===== config.mk =====
export PLATFORM = sky130hd
export DESIGN_NAME = outport_fifo
export DESIGN_NICKNAME = d
export VERILOG_FILES = /design/src/rtl/outport_fifo.sv
export SDC_FILE = /design/constraint.sdc
export NUM_CORES = 1
export LEC_CHECK = 0
export ABC_AREA = 1
export BUFFER_PORTS_ARGS = -buffer_cell sky130_fd_sc_hd__clkbuf_2
export CAP_MARGIN = 20
export CORE_MARGIN = 2
export CORE_UTILIZATION = 59
export CTS_BUF_LIST = sky130_fd_sc_hd__clkbuf_4
export CTS_CLUSTER_DIAMETER = 80
export CTS_CLUSTER_SIZE = 12
export DETAILED_ROUTE_END_ITERATION = 8
export GPL_ROUTABILITY_DRIVEN = 0
export GPL_TIMING_DRIVEN = 0
export PLACE_DENSITY = 0.92
export SLEW_MARGIN = 20
export SYNTH_ARGS = -nofsm -noshare
export SYNTH_HDL_FRONTEND = slang
export SYNTH_SLANG_ARGS = --single-unit

===== constraint.sdc =====
create_clock -name clk -period 5.5 [get_ports clk]
set_input_delay 0.275 -clock clk [delete_from_list [all_inputs] [get_ports clk]]
set_output_delay 0.275 -clock clk [all_outputs]
set_load 0.02 [all_outputs]

===== src/rtl/outport_fifo.sv =====
`default_nettype none
// ============================================================================
//  Module   : outport_fifo
//  Purpose  : Per-port output channel of the router, downstream of the
//             crossbar. Buffers granted flits in a small circular FIFO and
//             drives them onto the inter-router link under valid/ready flow
//             control. Reports rdy/lck status back to the crossbar arbiter;
//             lck holds the port for a packet from its HEAD to its TAIL.
//  Ports    :
//    clk        router clock
//    rst_n      asynchronous active-low reset
//    in_valid   flit from crossbar valid this cycle
//    in_type    flit type: 00 BODY, 01 HEAD, 10 TAIL, 11 HEADTAIL
//    in_flit    flit payload from crossbar
//    rdy_o      FIFO can accept a flit this cycle (count != DEPTH)
//    lck_o      port owned by a packet in progress
//    out_valid  flit at FIFO head valid toward downstream link
//    out_type   type of flit at FIFO head
//    out_flit   payload of flit at FIFO head
//    out_ready  downstream input channel can accept
//    count_o    current occupancy
//    err_o      sticky protocol-error flag
//  Revision : 1.0  initial release
// ============================================================================
module outport_fifo #(
    parameter  int DATA_W = 32,
    parameter  int DEPTH  = 4,
    localparam int CNT_W  = $clog2(DEPTH) + 1
) (
    input  logic              clk,
    input  logic              rst_n,
    input  logic              in_valid,
    input  logic [1:0]        in_type,
    input  logic [DATA_W-1:0] in_flit,
    output logic              rdy_o,
    output logic              lck_o,
    output logic              out_valid,
    output logic [1:0]        out_type,
    output logic [DATA_W-1:0] out_flit,
    input  logic              out_ready,
    output logic [CNT_W-1:0]  count_o,
    output logic              err_o
);

    localparam int             PTR_W     = $clog2(DEPTH);
    localparam logic [CNT_W-1:0] FULL_CNT = CNT_W'(DEPTH);

    localparam logic [1:0] TYPE_BODY     = 2'b00;
    localparam logic [1:0] TYPE_HEAD     = 2'b01;
    localparam logic [1:0] TYPE_TAIL     = 2'b10;
    localparam logic [1:0] TYPE_HEADTAIL = 2'b11;

    typedef enum logic [0:0] {
        ST_IDLE   = 1'b0,
        ST_LOCKED = 1'b1
    } lock_state_t;

    // ------------------------------------------------------------------
    // State
    // ------------------------------------------------------------------
    logic [DATA_W-1:0] mem_flit_q [DEPTH];
    logic [1:0]        mem_type_q [DEPTH];

    logic [PTR_W-1:0]  wr_ptr_q, wr_ptr_d;
    logic [PTR_W-1:0]  rd_ptr_q, rd_ptr_d;
    logic [CNT_W-1:0]  count_q,  count_d;
    lock_state_t       state_q,  state_d;
    logic              err_q,    err_d;

    logic              push;
    logic              pop;
    logic              full;
    logic              empty;
    logic              type_err;

    // ------------------------------------------------------------------
    // Status derived from registers only, so there is no combinational
    // path from the crossbar side to the link side. A pop while full does
    // not open the FIFO for a push in the same cycle.
    // ------------------------------------------------------------------
    assign full      = (count_q == FULL_CNT);
    assign empty     = (count_q == '0);

    assign rdy_o     = !full;
    assign out_valid = !empty;
    assign out_flit  = mem_flit_q[rd_ptr_q];
    assign out_type  = mem_type_q[rd_ptr_q];
    assign count_o   = count_q;
    assign lck_o     = (state_q == ST_LOCKED);
    assign err_o     = err_q;

    assign push = in_valid & rdy_o;
    assign pop  = out_valid & out_ready;

    // ------------------------------------------------------------------
    // Storage: not reset; the head is only meaningful while out_valid.
    // ------------------------------------------------------------------
    always_ff @(posedge clk) begin
        if (push) begin
            mem_flit_q[wr_ptr_q] <= in_flit;
            mem_type_q[wr_ptr_q] <= in_type;
        end
    end

    // ------------------------------------------------------------------
    // Pointers and occupancy. DEPTH is a power of two, so natural
    // overflow of the pointer width gives the DEPTH-1 -> 0 wrap.
    // ------------------------------------------------------------------
    always_comb begin
        wr_ptr_d = wr_ptr_q;
        rd_ptr_d = rd_ptr_q;
        count_d  = count_q;

        if (push) begin
            wr_ptr_d = wr_ptr_q + PTR_W'(1);
        end
        if (pop) begin
            rd_ptr_d = rd_ptr_q + PTR_W'(1);
        end

        case ({push, pop})
            2'b10:   count_d = count_q + CNT_W'(1);
            2'b01:   count_d = count_q - CNT_W'(1);
            default: count_d = count_q;
        endcase
    end

    // ------------------------------------------------------------------
    // Packet lock FSM, advanced only by accepted flits. Out-of-order
    // types are flagged but the flit is still stored and forwarded.
    // ------------------------------------------------------------------
    always_comb begin
        state_d  = state_q;
        type_err = 1'b0;

        if (push) begin
            case (state_q)
                ST_IDLE: begin
                    case (in_type)
                        TYPE_HEAD:     state_d  = ST_LOCKED;
                        TYPE_HEADTAIL: state_d  = ST_IDLE;
                        default:       type_err = 1'b1;
                    endcase
                end
                ST_LOCKED: begin
                    case (in_type)
                        TYPE_BODY:     state_d  = ST_LOCKED;
                        TYPE_TAIL:     state_d  = ST_IDLE;
                        default:       type_err = 1'b1;
                    endcase
                end
                default: state_d = ST_IDLE;
            endcase
        end
    end

    // Sticky error: a flit offered while full is dropped, or a type
    // sequence violation was accepted.
    always_comb begin
        err_d = err_q;
        if ((in_valid && full) || type_err) begin
            err_d = 1'b1;
        end
    end

    // ------------------------------------------------------------------
    // Registers
    // ------------------------------------------------------------------
    always_ff @(posedge clk or negedge rst_n) begin
        if (!rst_n) begin
            wr_ptr_q <= '0;
            rd_ptr_q <= '0;
            count_q  <= '0;
            state_q  <= ST_IDLE;
            err_q    <= 1'b0;
        end else begin
            wr_ptr_q <= wr_ptr_d;
            rd_ptr_q <= rd_ptr_d;
            count_q  <= count_d;
            state_q  <= state_d;
            err_q    <= err_d;
        end
    end

endmodule
`default_nettype wire


==> flow_summary.yaml <==
outcome:
  status: "finished, final reports clean"
route:
  ant_nets: 0
  dr.max_layer_used: "met4"
  drc_errors: 0
  drt-initial-drc-count: 243
  vias: 4018
  dr_wl_met2_um: 6500
  routed-wl-met3_um: 859
  met1Wirelength_um: 5049
  routedWlPerCell_um: 16.46
  routed_wl_um: 12610
  routed_via_density: 5.245
  firstDrtPassIters: 5
grt:
  grt_first_pass_wirelength_um: 19860
  grt_max_degree: 21
  grt_pass1_vias: 4105
  grt_use_total: 0.2383
  antenna_found_initial: 0
  grt_overflow: 0
power_and_ir_drop:
  finalPower_mw: 3.910
  vdd.ir_drop.worst_v: 0.0003491
  leakagePower_nw: 3.048
  netSwitchingFraction: 0.4067
  pwr-share-clk: 0.170
  power_switching_mw: 1.590
  intPower_mw: 2.320
  p_comb_frac: 0.440
  power_frac_seq: 0.391
  power_density_nw_per_um2: 526.6
placed_design:
  dp_hpwl_um: 8121
  numPortBuffers: 78
worst_setup_path:
  crit_fanout: 10
  cp_cell_sequence: "buf_2 > clkbuf_1 > nor2_1 > o21ai_0 > nand2_1 > clkbuf_2"
  r2r_setup_slack_ns: 3.25
  critical_path_class: "reg2out"
  startpoint_type: "flip-flop"
  rr_worst_depth: 10
  crit_arrival_ns: 2.07
  cpMaxStageDelayCell: "clkbuf_1"
  slowest_delay_ns: 0.48
  required_ns: 5.22
  end_kind: "output pin"
synth:
  netlist_instances: 479
  ys_seq_area_frac: 0.7098
  synth_ff_type: "edfxtp_1"
  ys_ff_latch: 145
  netlist_area_sq_um: 6071
  syn-num-nets: 523
  synthTopCellsByCount: "136 x edfxtp_1, 94 x nand2_1, 73 x nor2_1, 53 x inv_1, 35 x o21ai_0"
  synth_top_cell_by_area: "edfxtp_1"
  synth_most_common_cell: "edfxtp_1"
  yosysUniqueCellTypes: 18
  synth_top_area_share: 0.6727
  yosysWarnings: 0
  synth_area_leaders: "edfxtp_1 67%, o211ai_2 7.0%, nand2_1 5.8%, nor2_1 4.5%, dfrtp_1 3.7%"
  synth-edff-count: 136
  asyncSetResetFlopFracSynth: 0.06207
  syn_avg_cell_area_sq_um: 12.67
floorplanning:
  num_rows: 37
  die_w_um: 105.4
  initial_core_util: 0.5988
  die_area_sq_um: 11120
  io_pins: 79
  fp.dieH_um: 105.4
  core_sq_um: 10140
sta:
  fin_crit_ns: 2.342
  report.final.slew_viol_count: 0
  rsz0062_at_grt: "false"
  clock_skew_ns: 0.01653
  tightestPinTransition_ns: 0.6512
  tns_ns: 0
  setup_violations: 0
  max_freq_mhz: 427.0
  slew-limit-headroom: 0.5649
  post-route-period-util: 0.4258
  hold_viol_final: 0
final_layout:
  nFillCells: 630
  drive_above_1_share: 0.2746
  areaGrowthSynthToFinish_pct: 22.30
  antenna_cells: 0
  nNetsFinal: 661
cts:
  post-cts-setup-buffers: 0
  cts_tree: "yes"
  htree_levels: 4
  cts_buffer_depth: 2
  clk_pin_slew_ns: 0.11
  clock-sinks: 145
  clock_latency_ns: 0.55
  root_buffer: "clkbuf_4"
  cts_resized: 0
  cts_buffers: 17
  hold_buffers: 37
min_path:
  hold_path_class: "in2async"
flow_run:
  maxCapViolCount: 0
-- cell usage in the layout (no fill, tap or decap), drive strengths merged --
cell / count
nand3: 6
clkinv: 8
edfxtp: 136
a21oi: 1
clkbuf: 101
inv: 54
nand4: 1
buf: 22
ha: 5
o211ai: 34
o21ai: 35
clkinvlp: 3
fa: 1
nor2: 73
dlygate4sd3: 37
nand2: 100
bufinv: 3
xnor2: 1
dfrtp: 9
-- power by group through the flow --
stage	clock network (mW)	logic, mW	registers [mW]
floorplan	0	1.10	1.56
global placement	0	1.56	1.55
detailed placement	0	1.70	1.55
CTS	0.674	1.73	1.53
global route	0.713	1.87	1.54
finish	0.664	1.72	1.53
-- layout make-up --
cell class | instances | area (sq um) | share of cell area
Clock buffer | 18 | 135.1 | 0.01820
Timing Repair Buffer | 119 | 870.8 | 0.1173
Tap cell | 136 | 170.2 | 0.02292
Buffer | 23 | 158.9 | 0.02140
Clock inverter | 14 | 147.6 | 0.01989
Multi-Input combinational cell | 257 | 1428 | 0.1923
Sequential cell | 145 | 4309 | 0.5804
Inverter | 54 | 205.2 | 0.02764
-- kinds of logic after synthesis --
group,Yosys count,synth area share
AND/OR/NAND/NOR,180,0.1154
adder cells (fa/ha/maj),6,0.01360
AO/OA/AOI/OAI,70,0.09975
buffers and inverters,77,0.05998
flip-flops,145,0.7098
XOR/XNOR,1,0.001443
-- worst paths after layout --
check | start | endpoint
max | rd_ptr_q[1] | out_flit[15]
min | rst_n | count_o[0]
max reg2reg | count_o[0] | count_o[2]
min reg2reg | err_o | err_o
max in group asynchronous | rst_n | err_o
min in group clk | in_flit[19] | mem_flit_q[2][19]
-- per-layer routing --
metal,GRT usage,up-vias
met2,0.4055,153
li1,-,1920
met1,0.2912,1922
met3,0.06061,23
met4,0.09810,0
met5,0,-
-- metrics by stage --
stage	cells	utilization	hold WS [ns]	setup WS, ns	cell area, sq um
floorplan	479	-	-0.02059	2.618	6071
global placement	693	0.6541	0.1382	1.842	6631
detailed placement	697	0.6679	0.1500	3.311	6771
CTS	766	0.7323	0.08858	3.155	7425
global route	766	0.7323	0.1156	3.055	7425
finish	766	0.7323	0.1066	3.158	7425
-- critical path, delay by kind of cell, from the launching register on --
kind | cells | cell delay [ns]
buffers and inverters | 3 | 0.84
DFF | 1 | 0.35
and+or+nand+nor | 2 | 0.21
AOI/OAI and AO/OA | 1 | 0.12
-- flip-flops by register name (all words and copies together), names as in the netlist --
name        flops
wr_ptr_q        2
count_o         3
lck_o           1
err_o           1
mem_flit_q    128
rd_ptr_q        2
mem_type_q      8
(Power assumes the default switching activity.)
